===== src/rtl/breakout_vga_pkg.sv =====
// Shared VGA raster constants, monitor states and error bit positions.
package breakout_vga_pkg;

    localparam int H_SYNC_DEF  = 96;
    localparam int H_BACK_DEF  = 48;
    localparam int H_VALID_DEF = 640;
    localparam int H_FRONT_DEF = 16;
    localparam int V_SYNC_DEF  = 2;
    localparam int V_BACK_DEF  = 33;
    localparam int V_VALID_DEF = 480;
    localparam int V_FRONT_DEF = 10;

    localparam int H_TOTAL_DEF = H_SYNC_DEF + H_BACK_DEF + H_VALID_DEF + H_FRONT_DEF;
    localparam int V_TOTAL_DEF = V_SYNC_DEF + V_BACK_DEF + V_VALID_DEF + V_FRONT_DEF;

    localparam int CNT_W = 10;
    typedef logic [CNT_W-1:0] cnt_t;

    typedef enum logic [1:0] {
        ST_IDLE    = 2'd0,
        ST_SYNCING = 2'd1,
        ST_LOCKED  = 2'd2
    } mon_state_t;

    localparam int ERR_H     = 0;
    localparam int ERR_V     = 1;
    localparam int ERR_BLANK = 2;

endpackage


===== src/rtl/vga_sync_edge.sv =====
// Sync input register with active / inactive edge detection.
module vga_sync_edge #(
    parameter logic SYNC_ACT = 1'b1
) (
    input  logic vga_clk,
    input  logic sys_rst_n,
    input  logic sync,
    output logic act_edge,
    output logic inact_edge
);

    logic sync_q;
    logic sync_qq;

    // Both taps reset to the inactive level so reset never fakes an edge.
    always_ff @(posedge vga_clk) begin
        if (!sys_rst_n) begin
            sync_q  <= ~SYNC_ACT;
            sync_qq <= ~SYNC_ACT;
        end else begin
            sync_q  <= sync;
            sync_qq <= sync_q;
        end
    end

    assign act_edge   = (sync_q == SYNC_ACT) && (sync_qq != SYNC_ACT);
    assign inact_edge = (sync_q != SYNC_ACT) && (sync_qq == SYNC_ACT);

endmodule


===== src/rtl/vga_rx_monitor.sv =====
// VGA sink-side checker: recovers raster position, checks sync timing,
// re-emits active pixels and sums each clean frame.
module vga_rx_monitor
    import breakout_vga_pkg::*;
#(
    parameter int   H_SYNC   = H_SYNC_DEF,
    parameter int   H_BACK   = H_BACK_DEF,
    parameter int   H_VALID  = H_VALID_DEF,
    parameter int   H_FRONT  = H_FRONT_DEF,
    parameter int   V_SYNC   = V_SYNC_DEF,
    parameter int   V_BACK   = V_BACK_DEF,
    parameter int   V_VALID  = V_VALID_DEF,
    parameter int   V_FRONT  = V_FRONT_DEF,
    parameter logic SYNC_ACT = 1'b1
) (
    input  logic        vga_clk,
    input  logic        sys_rst_n,
    input  logic        hsync,
    input  logic        vsync,
    input  logic [15:0] rgb,
    input  logic        err_clr,
    output logic        pix_valid,
    output logic [9:0]  pix_x,
    output logic [9:0]  pix_y,
    output logic [15:0] pix_data,
    output logic        frame_done,
    output logic [31:0] frame_sum,
    output logic [2:0]  err,
    output logic        locked
);

    localparam int H_TOTAL = H_SYNC + H_BACK + H_VALID + H_FRONT;
    localparam int V_TOTAL = V_SYNC + V_BACK + V_VALID + V_FRONT;

    localparam cnt_t H_TOT  = cnt_t'(H_TOTAL);
    localparam cnt_t H_LAST = cnt_t'(H_TOTAL - 1);
    localparam cnt_t H_SYN  = cnt_t'(H_SYNC);
    localparam cnt_t H_ACT0 = cnt_t'(H_SYNC + H_BACK);
    localparam cnt_t H_ACTN = cnt_t'(H_SYNC + H_BACK + H_VALID - 1);
    localparam cnt_t V_TOT  = cnt_t'(V_TOTAL);
    localparam cnt_t V_LAST = cnt_t'(V_TOTAL - 1);
    localparam cnt_t V_ACT0 = cnt_t'(V_SYNC + V_BACK);
    localparam cnt_t V_ACTN = cnt_t'(V_SYNC + V_BACK + V_VALID - 1);
    localparam cnt_t CNT_MAX = '1;

    logic h_act;
    logic h_inact;
    logic v_act;
    logic v_inact_unused;

    vga_sync_edge #(.SYNC_ACT(SYNC_ACT)) u_hsync (
        .vga_clk    (vga_clk),
        .sys_rst_n  (sys_rst_n),
        .sync       (hsync),
        .act_edge   (h_act),
        .inact_edge (h_inact)
    );

    vga_sync_edge #(.SYNC_ACT(SYNC_ACT)) u_vsync (
        .vga_clk    (vga_clk),
        .sys_rst_n  (sys_rst_n),
        .sync       (vsync),
        .act_edge   (v_act),
        .inact_edge (v_inact_unused)
    );

    mon_state_t  state;
    logic [15:0] rgb_q;
    cnt_t        h_cnt;
    cnt_t        v_cnt;
    cnt_t        h_cur;
    cnt_t        v_cur;
    logic [31:0] acc;

    // h_cur/v_cur are the position of the sample now held in rgb_q.
    always_comb begin
        h_cur = h_cnt;
        if (h_act)
            h_cur = '0;
        else if (h_cnt != CNT_MAX)
            h_cur = h_cnt + cnt_t'(1);
        v_cur = v_cnt;
        if (v_act)
            v_cur = '0;
        else if (h_act && v_cnt != CNT_MAX)
            v_cur = v_cnt + cnt_t'(1);
    end

    logic       run;
    logic       in_win;
    logic       pix_ok;
    logic       frame_ok;
    logic       any_err;
    logic [2:0] new_err;

    assign run    = (state != ST_IDLE);
    assign in_win = (h_cur >= H_ACT0) && (h_cur <= H_ACTN)
                 && (v_cur >= V_ACT0) && (v_cur <= V_ACTN);
    assign pix_ok = run && in_win;

    always_comb begin
        new_err = '0;
        new_err[ERR_H] = run && ((h_act && h_cnt != H_LAST)
                              || (h_inact && h_cur != H_SYN)
                              || (h_cur == H_TOT));
        new_err[ERR_V] = run && ((v_act && !h_act)
                              || (v_act && v_cnt != V_LAST)
                              || (v_cur == V_TOT && v_cnt != V_TOT));
        new_err[ERR_BLANK] = run && !in_win && (rgb_q != 16'd0);
    end

    assign any_err  = |new_err;
    assign frame_ok = run && v_act && !any_err;

    always_ff @(posedge vga_clk) begin
        if (!sys_rst_n) begin
            rgb_q      <= '0;
            h_cnt      <= '0;
            v_cnt      <= '0;
            acc        <= '0;
            pix_valid  <= 1'b0;
            pix_x      <= '0;
            pix_y      <= '0;
            pix_data   <= '0;
            frame_done <= 1'b0;
            frame_sum  <= '0;
            err        <= '0;
        end else begin
            rgb_q      <= rgb;
            h_cnt      <= h_cur;
            v_cnt      <= v_cur;
            pix_valid  <= pix_ok;
            pix_x      <= pix_ok ? h_cur - H_ACT0 : '0;
            pix_y      <= pix_ok ? v_cur - V_ACT0 : '0;
            pix_data   <= pix_ok ? rgb_q : '0;
            frame_done <= frame_ok;
            if (frame_ok)
                frame_sum <= acc;
            if (v_act)
                acc <= '0;
            else if (pix_ok)
                acc <= acc + {16'd0, rgb_q};
            // A fresh error outranks a simultaneous clear.
            err <= (err & ~{3{err_clr}}) | new_err;
        end
    end

    always_ff @(posedge vga_clk) begin
        if (!sys_rst_n) begin
            state  <= ST_IDLE;
            locked <= 1'b0;
        end else if (any_err) begin
            state  <= ST_IDLE;
            locked <= 1'b0;
        end else if (v_act) begin
            unique case (state)
                ST_IDLE: begin
                    state  <= ST_SYNCING;
                    locked <= 1'b0;
                end
                ST_SYNCING: begin
                    state  <= ST_LOCKED;
                    locked <= 1'b1;
                end
                ST_LOCKED: begin
                    state  <= ST_LOCKED;
                    locked <= 1'b1;
                end
                default: begin
                    state  <= ST_IDLE;
                    locked <= 1'b0;
                end
            endcase
        end
    end

endmodule


===== config.mk =====
export PLATFORM = sky130hd
export DESIGN_NAME = vga_rx_monitor
export DESIGN_NICKNAME = d
export VERILOG_FILES = /design/src/rtl/breakout_vga_pkg.sv /design/src/rtl/vga_sync_edge.sv /design/src/rtl/vga_rx_monitor.sv
export SDC_FILE = /design/constraint.sdc
export NUM_CORES = 1
export LEC_CHECK = 0
export ABC_AREA = 1
export CORE_UTILIZATION = 30
export DETAILED_ROUTE_END_ITERATION = 8
export PLACE_DENSITY = 0.51
export SYNTH_ARGS = -nofsm -noshare
export SYNTH_HDL_FRONTEND = slang
export SYNTH_SLANG_ARGS = --single-unit
export TNS_END_PERCENT = 10

===== constraint.sdc =====
create_clock -name vga_clk -period 2.7 [get_ports vga_clk]
set_input_delay 0.405 -clock vga_clk [delete_from_list [all_inputs] [get_ports vga_clk]]
set_output_delay 0.405 -clock vga_clk [all_outputs]
set_load 0.05 [all_outputs]

# --- Word-level counts from Yosys, hierarchy flattened ---
# Index checks and enable logic that the tools add are counted.
classes:
  n_mux: 6
  order_cmp: 4
  bitwise: 7
  n_reduce_logical: 34
  n_eq_ne: 10
  add_sub_neg: 5
ops:
  columns: ["operator", "count"]
  rows:
  - ["$ne A10 B10 Y1 const B", 5]
  - ["$mux W10", 4]
  - ["$add A32 B16 Y32", 1]
  - ["$add A10 B1 Y10 const B", 2]
  - ["$eq A10 B10 Y1 const B", 2]
  - ["$le A10 B10 Y1 const B", 2]
  - ["$logic_and A1 B1 Y1", 19]
  - ["$reduce_bool A16 Y1", 1]
  - ["$ge A10 B6 Y1 const B", 1]
  - ["$ge A10 B8 Y1 const B", 1]
  - ["$ne A10 B7 Y1 const B", 1]
  - ["$sub A10 B6 Y10 const B", 1]
  - ["$sub A10 B8 Y10 const B", 1]
  - ["$logic_or A1 B1 Y1", 4]
  - ["$not A1 Y1", 4]
  - ["$pmux W2 S2", 1]
  - ["$reduce_or A2 Y1", 2]
  - ["$reduce_or A4 Y1", 1]
  - ["$and A3 B3 Y3", 1]
  - ["$logic_not A1 Y1", 3]
  - ["$not A3 Y3", 1]
  - ["$or A3 B3 Y3", 1]
  - ["$reduce_or A3 Y1", 1]
  - ["$eq A2 B1 Y1 const B", 1]
  - ["5 further kinds", 5]
totals:
  inputBits: 21
  out_inout_bits: 74
  reg_bits: 148

# --- Depth between registers and ports, before layout ---
# Gate-level depths: netlist of run 1.
logic_depth:
  ltp_word: 14
  ltp_mapped: 21
  depth_no_buf: 20

# --- By module ---
# From an unflattened synthesis of run 1, not the netlist that was laid out.
unflattened:
  hier_cells: 1118
  area_unflattened_um2: 7743.7
by_module_without_submodules:
  columns: ["module", "cells_each", "area_each_um2", "instances"]
  rows:
  - ["vga_rx_monitor", 1098, 7598.5, 1]
  - ["vga_sync_edge", 10, 72.6, 2]

# --- Worst setup path before layout of run 1 ---
# Ideal clock, no wire load.
synth_path:
  path_type: "register to register"
  startpoint: "reg h_cnt[0]"
  endpoint: "reg acc[20]"
  stages_incl_launch_ff: 17
  required_time_ns: 2.585
  path_buffers: 1
  setup_slack_ns: 0.055
  arrival_time_ns: 2.531
  synth_period_minus_slack_ns: 2.645
  setup_ns: 0.115
  path_cell_list: "dfxtp_1 ha_1 nand2_1 nor2_4 nand3_4 a21oi_1 inv_1 ha_1 a21oi_1 nor2_1 a21oi_2 nand3_2 nor2_4 buf_4 nand3_1 nand2_1 nor2_1"
synth_between:
  elab_chain_len: 8
  word_cells_on_any_way: 10
  cone_classes: "add/sub (1); order compare (2); eq/ne (1); mux (2); reduce/logical (4)"
synth_rtl:
  columns: ["item", "line", "text"]
  rows:
  - ["start: declaration", "vga_rx_monitor.sv:69", "cnt_t h_cnt;"]
  - ["start signal: assignment", "vga_rx_monitor.sv:130", "h_cnt <= h_cur;"]
  - ["$add A10 B1 Y10 / $ne A10 B10 Y1 (equally long branches)", "vga_rx_monitor.sv:81, vga_rx_monitor.sv:80", null]
  - ["$mux W10 *", "vga_rx_monitor.sv:80", "else if (h_cnt != CNT_MAX)"]
  - ["$mux W10 *", "vga_rx_monitor.sv:78", "if (h_act)"]
  - ["named net h_cur[4]", "vga_rx_monitor.sv:71", "cnt_t h_cur;"]
  - ["$ge A10 B8 Y1 / $le A10 B10 Y1 (equally long branches)", "vga_rx_monitor.sv:97", "assign in_win = (h_cur >= H_ACT0) && (h_cur <= H_ACTN)"]
  - ["$logic_and A1 B1 Y1 *", "vga_rx_monitor.sv:97", null]
  - ["$logic_and A1 B1 Y1 * (2 in series)", "vga_rx_monitor.sv:98", "&& (v_cur >= V_ACT0) && (v_cur <= V_ACTN);"]
  - ["$logic_and A1 B1 Y1 *", "vga_rx_monitor.sv:99", "assign pix_ok = run && in_win;"]
  - ["end signal: assignment", "vga_rx_monitor.sv:142", "acc <= acc + {16'd0, rgb_q};"]
  - ["end: declaration", "vga_rx_monitor.sv:73", "logic [31:0] acc;"]
# Mark *: on every way through the listed nets, which the timed path passes. The rest lies on a longest branch.
# A chain may end at the register's enable or synchronous reset.

# --- Worst setup path after layout of run 1 ---
layout_path:
  startpoint: "reg h_cnt[1]"
  endpoint: "reg frame_sum[13]"
layout_between:
  elab_chain_len: 13
  word_cells_on_any_way: 23
  cone_classes: "add/sub (1); order compare (2); eq/ne (4); mux (2); reduce/logical (14)"
layout_rtl:
  columns: ["item", "line", "text"]
  rows:
  - ["$add A10 B1 Y10 / $ne A10 B10 Y1 (equally long branches)", "vga_rx_monitor.sv:81, vga_rx_monitor.sv:80", null]
  - ["$mux W10 *", "vga_rx_monitor.sv:80", null]
  - ["$mux W10 *", "vga_rx_monitor.sv:78", null]
  - ["named net h_cur[5]", "vga_rx_monitor.sv:71", null]
  - ["$ge A10 B8 Y1 / $le A10 B10 Y1 (equally long branches)", "vga_rx_monitor.sv:97", null]
  - ["$logic_and A1 B1 Y1", "vga_rx_monitor.sv:97", null]
  - ["$logic_and A1 B1 Y1 (2 in series)", "vga_rx_monitor.sv:98", null]
  - ["$logic_not A1 Y1", "vga_rx_monitor.sv:109", "new_err[ERR_BLANK] = run && !in_win && (rgb_q != 16'd0);"]
  - ["$logic_and A1 B1 Y1 (2 in series)", "vga_rx_monitor.sv:109", null]
  - ["$reduce_or A3 Y1 *", "vga_rx_monitor.sv:112", "assign any_err = |new_err;"]
  - ["$logic_not A1 Y1 *", "vga_rx_monitor.sv:113", "assign frame_ok = run && v_act && !any_err;"]
  - ["$logic_and A1 B1 Y1 *", "vga_rx_monitor.sv:113", null]
  - ["end signal: assignment", "vga_rx_monitor.sv:126", "frame_sum <= '0;"]
  - ["end signal: assignment", "vga_rx_monitor.sv:138", "frame_sum <= acc;"]
  - ["end: declaration", "vga_rx_monitor.sv:27", "output logic [31:0] frame_sum,"]
# Marks and branches as above.

==> flow_results.xml, run 1 <==
<?xml version="1.0" encoding="UTF-8"?>
<metrics>
  <group name="outcome">
    <metric name="run_status" unit="">finished, violations left</metric>
    <metric name="failed_checks" unit="">setup timing</metric>
  </group>
  <group name="sta">
    <metric name="final-max-slew-violation-count" unit="">0</metric>
    <metric name="final.setup.worst_slack" unit="ns">-0.0301</metric>
    <metric name="setup_viol" unit="">15</metric>
    <metric name="finalClockSkew" unit="ns">0.0115</metric>
    <metric name="final.setup.tns" unit="ns">-0.205</metric>
    <metric name="worstMarginPinSlew" unit="ns">0.598</metric>
    <metric name="fmax" unit="GHz">0.366</metric>
    <metric name="finalHoldWorstSlack" unit="ns">0.421</metric>
    <metric name="fraction_of_the_cycle_the_final_worst_path_needs" unit="%">101</metric>
    <metric name="max_slew_margin" unit="%">60.1</metric>
    <metric name="grt_setup_unrepaired" unit="">true</metric>
    <metric name="final_hold_viol_count" unit="">0</metric>
    <metric name="final_period_minus_worst_setup_slack" unit="ns">2.73</metric>
  </group>
  <group name="cells_and_area">
    <metric name="post-route-cell-area" unit="µm²">10400</metric>
    <metric name="multiInputGateArea" unit="µm²">3960</metric>
    <metric name="finished_core_util" unit="%">41.3</metric>
    <metric name="leading_cell_type_in_the_layout_fill_and_taps_excluded" unit="">nand2_1</metric>
    <metric name="area_added_between_synthesis_and_finish" unit="%">35.7</metric>
    <metric name="final_cell_count_no_fill" unit="">1619</metric>
    <metric name="layout-drive-gt1-share" unit="%">15.4</metric>
    <metric name="area.sequential" unit="µm²">2950</metric>
    <metric name="layout.cells.most_common_list" unit="">242 x nand2_1, 195 x inv_1, 145 x dfxtp_1</metric>
    <metric name="num_antenna_cells" unit="">0</metric>
    <metric name="layout.filler_cells" unit="">2669</metric>
    <metric name="final_nets" unit="">1327</metric>
  </group>
  <group name="floorplanning">
    <metric name="die-height" unit="µm">162</metric>
    <metric name="row_count" unit="">58</metric>
    <metric name="die_area" unit="µm²">26100</metric>
    <metric name="initial_core_util" unit="%">30.5</metric>
    <metric name="coreArea" unit="µm²">25100</metric>
    <metric name="floorplan.io_pins" unit="">95</metric>
    <metric name="die_w" unit="µm">162</metric>
  </group>
  <group name="logic_synthesis">
    <metric name="number_of_enable_type_register_cells_in_the_synthesized_netlist" unit="">0</metric>
    <metric name="synthCells" unit="">1124</metric>
    <metric name="ys_async_sr_fraction" unit="%">0</metric>
    <metric name="yosys_register_bits" unit="">147</metric>
    <metric name="synth.yosys.seq_area_share" unit="%">38.5</metric>
    <metric name="syn_avg_cell_area" unit="µm²">6.81</metric>
    <metric name="yosysUniqueCellTypes" unit="">41</metric>
    <metric name="synth_cell_area" unit="µm²">7650</metric>
    <metric name="net_count_after_synthesis" unit="">1173</metric>
    <metric name="ys_warn_count" unit="">0</metric>
    <metric name="ys_dominant_reg_cell" unit="">dfxtp_1</metric>
  </group>
  <group name="setup_path">
    <metric name="timing.rr.end" unit="">frame_sum[13]</metric>
    <metric name="ff2ff_path_depth" unit="">20</metric>
    <metric name="worst_ep_arrival_time" unit="ns">3.09</metric>
    <metric name="worstSetupPathType" unit="">register to register</metric>
    <metric name="r2r_start" unit="">h_cnt[1]</metric>
    <metric name="timing.critical_path.from_type" unit="">register</metric>
    <metric name="reg2reg_setup_slack" unit="ns">-0.03</metric>
    <metric name="worstPathMaxFanout" unit="">8</metric>
    <metric name="crit_path_start" unit="">h_cnt[1]</metric>
    <metric name="worstPathRequired" unit="ns">3.06</metric>
    <metric name="setup.worst_path.end" unit="">frame_sum[13]</metric>
    <metric name="worstSetupEndpointType" unit="">register</metric>
  </group>
  <group name="placement">
    <metric name="instance_area_at_placement" unit="µm²">9410</metric>
    <metric name="gp_routability_congestion" unit="">0.885</metric>
    <metric name="dp_worst_setup_slack" unit="ns">-0.119</metric>
    <metric name="count_of_placed_standard_cells_including_taps" unit="">1579</metric>
    <metric name="numPortBuffers" unit="">94</metric>
    <metric name="post-dp-hpwl" unit="µm">15400</metric>
  </group>
  <group name="clock_network">
    <metric name="clk_transition_reported_paths" unit="ns">0.06</metric>
    <metric name="cts_made_buffers" unit="">17</metric>
    <metric name="clock_path_buffers" unit="">2</metric>
    <metric name="buffer_cell_driving_the_clock_tree_root" unit="">clkbuf_16</metric>
    <metric name="cts_tree" unit="">done</metric>
    <metric name="htree_num_levels" unit="">4</metric>
    <metric name="hold_buffers" unit="">0</metric>
    <metric name="clkSinkCount" unit="">147</metric>
    <metric name="clock_latency" unit="ns">0.42</metric>
  </group>
  <group name="route">
    <metric name="dr_total_vias" unit="">7277</metric>
    <metric name="drtIter0Drc" unit="">287</metric>
    <metric name="drt-total-wl" unit="µm">22200</metric>
    <metric name="drc" unit="">0</metric>
    <metric name="drt_pass1_iterations" unit="">5</metric>
    <metric name="routed_wl_per_cell" unit="µm">13.7</metric>
    <metric name="final_antenna_net_count" unit="">0</metric>
    <metric name="detail_route.vias_per_cell" unit="">4.49</metric>
  </group>
  <group name="global_routing">
    <metric name="vias_in_the_first_global_route" unit="">7084</metric>
    <metric name="grt_max_degree" unit="">40</metric>
    <metric name="grt_overflow_total" unit="">0</metric>
    <metric name="grtUsageTotal" unit="%">17.0</metric>
    <metric name="grt_pass1_wl" unit="µm">35400</metric>
    <metric name="grt_antenna_before_repair" unit="">0</metric>
  </group>
  <group name="power">
    <metric name="power_density" unit="nW/µm²">501</metric>
    <metric name="max-vdd-ir-drop" unit="mV">0.392</metric>
    <metric name="design_power_total" unit="mW">5.19</metric>
    <metric name="power.leakage" unit="nW">4.69</metric>
  </group>
  <group name="flow_run">
    <metric name="cap_violations" unit="">0</metric>
  </group>
  <group name="worst_hold_path">
    <metric name="min_path_type" unit="">register to register</metric>
  </group>
</metrics>
timing repair:
item / CTS / global route
pin swaps: 4 / 36
setup endpoints to repair: 98 / 105
gates resized for setup: 19 / 69
buffers inserted: 2 / 3
gates cloned: 1 / 4
hold endpoints to repair: 0 / 0
sequential cells by signal, indices dropped and copies added, names as in the netlist:
| register | flops |
|---|---|
| acc | 32 |
| frame_sum | 32 |
| pix_data | 16 |
| rgb_q | 16 |
| h_cnt | 10 |
| pix_x | 10 |
| pix_y | 10 |
| v_cnt | 10 |
| err | 3 |
| frame_done | 1 |
| locked | 1 |
| pix_valid | 1 |
| state | 1 |
| u_hsync.sync_q | 1 |
| u_hsync.sync_qq | 1 |
| u_vsync.sync_q | 1 |
| u_vsync.sync_qq | 1 |
critical path: stages (launching register included):
cell	delay, ns
dfxtp_4	0.37
ha_4	0.16
nand2_4	0.05
nor2_4	0.14
nand3_4	0.09
nand4_1	0.09
xnor2_1	0.14
nand2_2	0.14
inv_2	0.09
ha_4	0.13
inv_2	0.03
nor3_2	0.10
nand3_1	0.08
nand2_1	0.09
nand2_2	0.08
a21oi_4	0.25
nand3_4	0.20
clkbuf_16	0.24
nand2_1	0.06
inv_1	0.03
nor2_1	0.09
cell usage after synthesis, types with 12 or more instances:
library cell / n / area share (%)
buf_2: 12 / 0.79
dfxtp_1: 147 / 38
nand4_1: 49 / 4.0
clkbuf_1: 13 / 0.64
xor2_1: 22 / 2.5
inv_1: 201 / 9.9
nand3_1: 49 / 3.2
o21ai_0: 37 / 2.4
a21oi_1: 74 / 4.8
nor2_1: 135 / 6.6
nand2_1: 264 / 13
ha_1: 27 / 4.4
final cells by class:
| cell class | instances | share of cell area (%) |
|---|---|---|
| clock inverters | 9 | 1.04 |
| repair buffers | 170 | 16.5 |
| well taps | 330 | 3.98 |
| multi-input cells | 735 | 38.2 |
| clock buffers | 21 | 4.44 |
| flip-flops and latches | 147 | 28.4 |
| inverters | 207 | 7.49 |
per-layer routing:
| metal | GRT usage (%) | wire length (µm) | vias up |
|---|---|---|---|
| li1 | - | - | 3826 |
| met2 | 29.8 | 10900 | 117 |
| met5 | 0 | 0 | - |
| met3 | 3.24 | 678 | 14 |
| met4 | 3.64 | 184 | 0 |
| met1 | 21.6 | 10400 | 3320 |
cells by family after synthesis:
family	share of synthesized area, %
fa+ha+maj	4.68
buf+inv	12.7
xor+xnor	3.21
flops	38.5
compound gates	8.80
simple gates	32.2
how the worst min path moves through the flow:
stage                               from              end  slack, ns  cells after the start
after global routing           sys_rst_n         rgb_q[1]       0.45                      3
after CTS                 u_vsync.sync_q  u_vsync.sync_qq       0.43                      2
after global placement    u_vsync.sync_q  u_vsync.sync_qq       0.42                      2
final                     u_vsync.sync_q  u_vsync.sync_qq       0.42                      2
after floorplan           u_vsync.sync_q  u_vsync.sync_qq       0.41                      2
after detailed placement  u_vsync.sync_q  u_vsync.sync_qq       0.42                      2
power by group:
part	switching, mW	internal, mW	leakage [nW]
Clock	0.932	1.40	0.275
Sequential	0.0354	2.22	1.19
Combinational	0.383	0.229	3.22
No activity file was read; power rests on OpenSTA's default activity.
==> run 2: changes to the inputs <==
SETUP_SLACK_MARGIN = 0.02   (was default)
==> run 2 against run 1 <==
Effect of this change:
- the run still ends with setup timing left
- sequential power barely moved
- utilization rose by 0.60 points
- highest routed layer unchanged
- critical endpoint unchanged
- final area rose by 1.5%
- non-clock buffer count rose by 3
==> flow_results.xml, run 2 (same netlist as run 1, synthesis figures left out) <==
<?xml version="1.0" encoding="UTF-8"?>
<metrics>
  <group name="power">
    <metric name="max-vdd-ir-drop" unit="mV">0.390</metric>
    <metric name="design_power_total" unit="mW">5.22</metric>
    <metric name="netSwitchingFraction" unit="%">26.3</metric>
    <metric name="comb_power_share" unit="%">12.0</metric>
    <metric name="power_report.internal_total" unit="mW">3.85</metric>
    <metric name="power.share.clock" unit="%">44.8</metric>
    <metric name="power.net_switching" unit="mW">1.37</metric>
    <metric name="power_density" unit="nW/µm²">496</metric>
    <metric name="pwr-share-seq" unit="%">43.2</metric>
    <metric name="power.leakage" unit="nW">4.71</metric>
  </group>
  <group name="global_routing">
    <metric name="grt_max_degree" unit="">40</metric>
    <metric name="grtUsageTotal" unit="%">17.0</metric>
    <metric name="grt_overflow_total" unit="">0</metric>
    <metric name="grt_pass1_wl" unit="µm">35400</metric>
    <metric name="vias_in_the_first_global_route" unit="">7091</metric>
    <metric name="grt_antenna_before_repair" unit="">0</metric>
  </group>
  <group name="sta">
    <metric name="final-max-slew-violation-count" unit="">0</metric>
    <metric name="max_slew_margin" unit="%">63.1</metric>
    <metric name="worstMarginPinSlew" unit="ns">0.548</metric>
    <metric name="finalClockSkew" unit="ns">0.0138</metric>
    <metric name="final_period_minus_worst_setup_slack" unit="ns">2.71</metric>
    <metric name="final.setup.tns" unit="ns">-0.0364</metric>
    <metric name="final.setup.worst_slack" unit="ns">-0.0116</metric>
    <metric name="setup_viol" unit="">5</metric>
    <metric name="fraction_of_the_cycle_the_final_worst_path_needs" unit="%">100</metric>
    <metric name="fmax" unit="GHz">0.369</metric>
    <metric name="grt_setup_unrepaired" unit="">true</metric>
    <metric name="finalHoldWorstSlack" unit="ns">0.420</metric>
    <metric name="final_hold_viol_count" unit="">0</metric>
  </group>
  <group name="cells_and_area">
    <metric name="layout.cells.most_common_list" unit="">240 x nand2_1, 196 x inv_1, 144 x dfxtp_1</metric>
    <metric name="largestRegisters" unit="">acc (32), frame_sum (32)</metric>
    <metric name="area_added_between_synthesis_and_finish" unit="%">37.6</metric>
    <metric name="final_nets" unit="">1330</metric>
    <metric name="layout-drive-gt1-share" unit="%">17.6</metric>
    <metric name="num_antenna_cells" unit="">0</metric>
    <metric name="layout.filler_cells" unit="">2650</metric>
    <metric name="finished_core_util" unit="%">41.9</metric>
    <metric name="leading_cell_type_in_the_layout_fill_and_taps_excluded" unit="">nand2_1</metric>
  </group>
  <group name="clock_network">
    <metric name="clock_path_buffers" unit="">2</metric>
    <metric name="buffer_cell_driving_the_clock_tree_root" unit="">clkbuf_16</metric>
    <metric name="htree_num_levels" unit="">4</metric>
    <metric name="clock_latency" unit="ns">0.43</metric>
    <metric name="clkSinkCount" unit="">147</metric>
    <metric name="hold_buffers" unit="">0</metric>
    <metric name="cts_tree" unit="">done</metric>
    <metric name="clk_transition_reported_paths" unit="ns">0.06</metric>
    <metric name="cts_made_buffers" unit="">17</metric>
  </group>
  <group name="floorplanning">
    <metric name="floorplan.io_pins" unit="">95</metric>
    <metric name="initial_core_util" unit="%">30.5</metric>
    <metric name="die_area" unit="µm²">26100</metric>
    <metric name="die_w" unit="µm">162</metric>
    <metric name="die-height" unit="µm">162</metric>
    <metric name="row_count" unit="">58</metric>
    <metric name="coreArea" unit="µm²">25100</metric>
  </group>
  <group name="route">
    <metric name="detail_route.vias_per_cell" unit="">4.49</metric>
    <metric name="routed_wl_per_cell" unit="µm">13.8</metric>
    <metric name="drt_pass1_iterations" unit="">4</metric>
    <metric name="final_antenna_net_count" unit="">0</metric>
    <metric name="drt-total-wl" unit="µm">22500</metric>
    <metric name="drtIter0Drc" unit="">282</metric>
    <metric name="dr_total_vias" unit="">7275</metric>
    <metric name="drc" unit="">0</metric>
  </group>
  <group name="placement">
    <metric name="gp_routability_congestion" unit="">0.885</metric>
    <metric name="dp_worst_setup_slack" unit="ns">-0.119</metric>
    <metric name="post-dp-hpwl" unit="µm">15400</metric>
    <metric name="numPortBuffers" unit="">94</metric>
  </group>
  <group name="worst_hold_path">
    <metric name="min_path_type" unit="">register to register</metric>
  </group>
  <group name="setup_path">
    <metric name="worstSetupEndpointType" unit="">register</metric>
    <metric name="worstPathRequired" unit="ns">3.06</metric>
    <metric name="worst_ep_arrival_time" unit="ns">3.07</metric>
    <metric name="crit_path_max_incr_delay" unit="ns">0.37</metric>
    <metric name="worstPathMaxFanout" unit="">8</metric>
    <metric name="worstSetupPathType" unit="">register to register</metric>
    <metric name="critical_path.cell_chain" unit="">ha_4 -&gt; nand2_4 -&gt; nor2_4 -&gt; nand3_4 -&gt; nand4_1 -&gt; xnor2_2 -&gt; nand2_2 -&gt; inv_2 -&gt; ha_4 -&gt; inv_2 -&gt; nor3_2 -&gt; nand3_1 -&gt; nand2_1 -&gt; nand2_2 -&gt; a21oi_4 -&gt; nand3_4 -&gt; clkbuf_16 -&gt; nand2_1 -&gt; inv_1 -&gt; nor2_1</metric>
    <metric name="timing.critical_path.slowest_stage_cell" unit="">dfxtp_4</metric>
    <metric name="timing.critical_path.from_type" unit="">register</metric>
  </group>
  <group name="flow_run">
    <metric name="cap_violations" unit="">0</metric>
  </group>
  <group name="outcome">
    <metric name="run_status" unit="">finished, violations left</metric>
    <metric name="failed_checks" unit="">setup timing</metric>
  </group>
</metrics>
-- run 2: worst paths after layout --
| path | from | end | slack, ns | cells after the start |
|---|---|---|---|---|
| min | u_vsync.sync_q | u_vsync.sync_qq | 0.42 | 2 |
| max reg2reg | h_cnt[1] | frame_sum[13] | -0.01 | 20 |
| max | h_cnt[1] | frame_sum[13] | -0.01 | 20 |
| min reg2reg | u_vsync.sync_q | u_vsync.sync_qq | 0.42 | 2 |
-- run 2: critical path: cells and delay by family (launching register included) --
family | cells | cell delay [ns]
compound gates | 1 | 0.25
xor+xnor | 1 | 0.13
fa+ha+maj | 2 | 0.28
buf+inv | 4 | 0.38
flops | 1 | 0.37
simple gates | 12 | 1.23
-- run 2: area by class of cell --
class	count	area, µm²	share of cell area (%)
multi-input combinational	735	4080	38.8
sequential	147	2950	28.0
tap	330	413	3.92
clock inverter	9	108	1.02
inverter	207	777	7.38
timing repair buffer	173	1740	16.5
clock buffer	21	460	4.37
-- run 2: routing by layer --
| layer | GRT usage, % | routed length, µm | vias up |
|---|---|---|---|
| li1 | - | - | 3824 |
| met2 | 29.9 | 11200 | 102 |
| met5 | 0 | 0 | - |
| met4 | 3.64 | 222 | 0 |
| met3 | 3.24 | 643 | 16 |
| met1 | 21.5 | 10400 | 3333 |
-- run 2: what timing repair did --
item / CTS / global route
buffers inserted: 2 / 5
pin swaps: 4 / 43
gates resized for setup: 21 / 98
setup endpoints to repair: 103 / 105
gates cloned: 1 / 5
-- run 2: power groups by stage --
stage / registers (mW) / logic (mW) / clock network (mW)
after floorplan: 2.38 / 0.277 / 0
after global placement: 2.30 / 0.569 / 0
after detailed placement: 2.30 / 0.572 / 0
after CTS: 2.25 / 0.580 / 2.40
after global routing: 2.26 / 0.687 / 2.50
final: 2.25 / 0.625 / 2.34
-- run 2: stage by stage --
| stage | std cells | area (µm²) |
|---|---|---|
| floorplan | 1124 | 7650 |
| global placement | 1579 | 9410 |
| detailed placement | 1579 | 9410 |
| CTS | 1612 | 10100 |
| global route | 1622 | 10500 |
| finish | 1622 | 10500 |
==> run 3: changes to the inputs <==
CORE_UTILIZATION = 51   (was 30)
HOLD_SLACK_MARGIN = 0.08   (was default)
PLACE_DENSITY = 0.78   (was 0.51)
==> run 3 against run 2 <==
Effect of this change:
- the run still ends with setup timing left
- power grew 2.9%
- sequential power about the same
- register-to-register slack worse by 0.20 ns
- routed wire length down 7.1%
- global-route usage is 9.4 points higher
- sequential cell count did not move
- first-iteration DRC count increased by 130%
- fmax fell by 6.8%
- final area shrank 3.5%
- worst hold slack lost 0.0029 ns
- clock-buffer cell count is the same
- utilization up 28 points
==> flow_results.xml, run 3 (same netlist as run 1, synthesis figures left out) <==
<?xml version="1.0" encoding="UTF-8"?>
<metrics>
  <group name="placement">
    <metric name="count_of_placed_standard_cells_including_taps" unit="">1420</metric>
    <metric name="dp_worst_setup_slack" unit="ns">-0.0706</metric>
    <metric name="instance_area_at_placement" unit="µm²">9100</metric>
    <metric name="post-dp-hpwl" unit="µm">13900</metric>
    <metric name="numPortBuffers" unit="">94</metric>
    <metric name="gp_routability_congestion" unit="">0.926</metric>
  </group>
  <group name="clock_network">
    <metric name="clk_transition_reported_paths" unit="ns">0.06</metric>
    <metric name="clkSinkCount" unit="">147</metric>
    <metric name="clock_path_buffers" unit="">2</metric>
    <metric name="htree_num_levels" unit="">4</metric>
    <metric name="cts_made_buffers" unit="">17</metric>
    <metric name="hold_buffers" unit="">0</metric>
    <metric name="clock_latency" unit="ns">0.43</metric>
    <metric name="buffer_cell_driving_the_clock_tree_root" unit="">clkbuf_16</metric>
    <metric name="cts_tree" unit="">done</metric>
  </group>
  <group name="cells_and_area">
    <metric name="finished_core_util" unit="%">69.6</metric>
    <metric name="post-route-cell-area" unit="µm²">10200</metric>
    <metric name="layout-drive-gt1-share" unit="%">15.8</metric>
    <metric name="num_antenna_cells" unit="">0</metric>
    <metric name="largestRegisters" unit="">acc (32), frame_sum (32)</metric>
    <metric name="area_added_between_synthesis_and_finish" unit="%">32.8</metric>
    <metric name="layout.cells.most_common_list" unit="">241 x nand2_1, 192 x inv_1, 145 x dfxtp_1</metric>
    <metric name="leading_cell_type_in_the_layout_fill_and_taps_excluded" unit="">nand2_1</metric>
    <metric name="final_nets" unit="">1321</metric>
    <metric name="final_cell_count_no_fill" unit="">1468</metric>
    <metric name="layout.filler_cells" unit="">1130</metric>
  </group>
  <group name="route">
    <metric name="final_antenna_net_count" unit="">0</metric>
    <metric name="drt-total-wl" unit="µm">20900</metric>
    <metric name="drt_pass1_iterations" unit="">5</metric>
    <metric name="dr_total_vias" unit="">7705</metric>
    <metric name="drc" unit="">0</metric>
    <metric name="detail_route.vias_per_cell" unit="">5.25</metric>
    <metric name="drtIter0Drc" unit="">659</metric>
    <metric name="routed_wl_per_cell" unit="µm">14.2</metric>
  </group>
  <group name="sta">
    <metric name="final.setup.worst_slack" unit="ns">-0.208</metric>
    <metric name="fraction_of_the_cycle_the_final_worst_path_needs" unit="%">108</metric>
    <metric name="final_period_minus_worst_setup_slack" unit="ns">2.91</metric>
    <metric name="fmax" unit="GHz">0.344</metric>
    <metric name="grt_setup_unrepaired" unit="">true</metric>
    <metric name="finalClockSkew" unit="ns">0.00831</metric>
    <metric name="max_slew_margin" unit="%">58.4</metric>
    <metric name="final-max-slew-violation-count" unit="">0</metric>
    <metric name="setup_viol" unit="">58</metric>
    <metric name="worstMarginPinSlew" unit="ns">0.623</metric>
    <metric name="final_hold_viol_count" unit="">0</metric>
  </group>
  <group name="power">
    <metric name="power_density" unit="nW/µm²">529</metric>
    <metric name="design_power_total" unit="mW">5.37</metric>
    <metric name="max-vdd-ir-drop" unit="mV">0.472</metric>
    <metric name="power.leakage" unit="nW">4.67</metric>
  </group>
  <group name="floorplanning">
    <metric name="die_w" unit="µm">124</metric>
    <metric name="die_area" unit="µm²">15500</metric>
    <metric name="row_count" unit="">44</metric>
    <metric name="floorplan.io_pins" unit="">95</metric>
    <metric name="initial_core_util" unit="%">52.4</metric>
    <metric name="coreArea" unit="µm²">14600</metric>
    <metric name="die-height" unit="µm">124</metric>
  </group>
  <group name="setup_path">
    <metric name="worstPathMaxFanout" unit="">7</metric>
    <metric name="worstSetupEndpointType" unit="">register</metric>
    <metric name="worstPathRequired" unit="ns">3.06</metric>
    <metric name="timing.critical_path.from_type" unit="">register</metric>
    <metric name="worstSetupPathType" unit="">register to register</metric>
    <metric name="worst_ep_arrival_time" unit="ns">3.26</metric>
  </group>
  <group name="global_routing">
    <metric name="grt_pass1_wl" unit="µm">33500</metric>
    <metric name="grt_max_degree" unit="">40</metric>
    <metric name="grt_antenna_before_repair" unit="">0</metric>
    <metric name="grtUsageTotal" unit="%">26.4</metric>
    <metric name="grt_overflow_total" unit="">0</metric>
    <metric name="vias_in_the_first_global_route" unit="">7111</metric>
  </group>
  <group name="worst_hold_path">
    <metric name="min_path_type" unit="">input port to register</metric>
  </group>
  <group name="outcome">
    <metric name="run_status" unit="">finished, violations left</metric>
    <metric name="failed_checks" unit="">setup timing</metric>
  </group>
  <group name="flow_run">
    <metric name="cap_violations" unit="">0</metric>
  </group>
</metrics>
-- run 3: where the power goes --
| group | internal (mW) | switching (mW) |
|---|---|---|
| logic | 0.248 | 0.393 |
| registers | 2.22 | 0.0364 |
| clock network | 1.53 | 0.943 |
-- run 3: critical path, stage by stage (launching register included) --
cell and delay [ns]:
dfxtp_2 0.36, ha_4 0.16, nand2_4 0.05, nor2_4 0.13, nand3_4 0.10, nand4_1 0.10
xnor2_1 0.07, nand2_1 0.15, buf_4 0.13, buf_4 0.10, ha_4 0.11, nor3b_2 0.14
nand2_1 0.08, a21oi_2 0.18, nand3_2 0.15, nand2_4 0.13, nand3_4 0.20, clkbuf_16 0.25
nand2_2 0.05, inv_1 0.05, nor2_1 0.12
-- run 3: metrics by stage --
| stage | TNS (ns) | hold slack, ns |
|---|---|---|
| after floorplan | 0 | 0.407 |
| after global placement | 0 | 0.412 |
| after detailed placement | -0.971 | 0.419 |
| after CTS | -0.225 | 0.403 |
| after global routing | -16.17 | 0.433 |
| final | -4.50 | 0.417 |
-- run 3: per-layer routing --
layer,track usage [%],up-vias,part of all wire (%)
met1,32.3,3539,42
met3,5.50,40,6.0
met4,9.14,0,2.2
li1,-,3830,-
met5,0,-,0
met2,45.8,296,50
-- run 3: cell type report --
cell class              count  area, µm²  area share (%)
clock inverters            10        145            1.43
multi-input cells         735       3950            38.9
inverters                 207        777            7.65
flip-flops and latches    147       2950            29.0
clock buffers              21        470            4.63
well taps                 184        230            2.27
repair buffers            164       1640            16.2
-- run 3: timing repair --
action                     4_1_cts  5_1_grt
cloned                           2        2
pin swaps                       13       26
resized for setup               26       72
buffers inserted                11        2
setup endpoints to repair       70      105
-- run 3: worst paths after layout --
kind	from	end	slack, ns	cells past startpoint
max	h_cnt[1]	frame_sum[25]	-0.21	20
min	sys_rst_n	frame_sum[29]	0.42	3
max reg2reg	h_cnt[1]	frame_sum[25]	-0.21	20
min reg2reg	u_vsync.sync_q	u_vsync.sync_qq	0.43	2
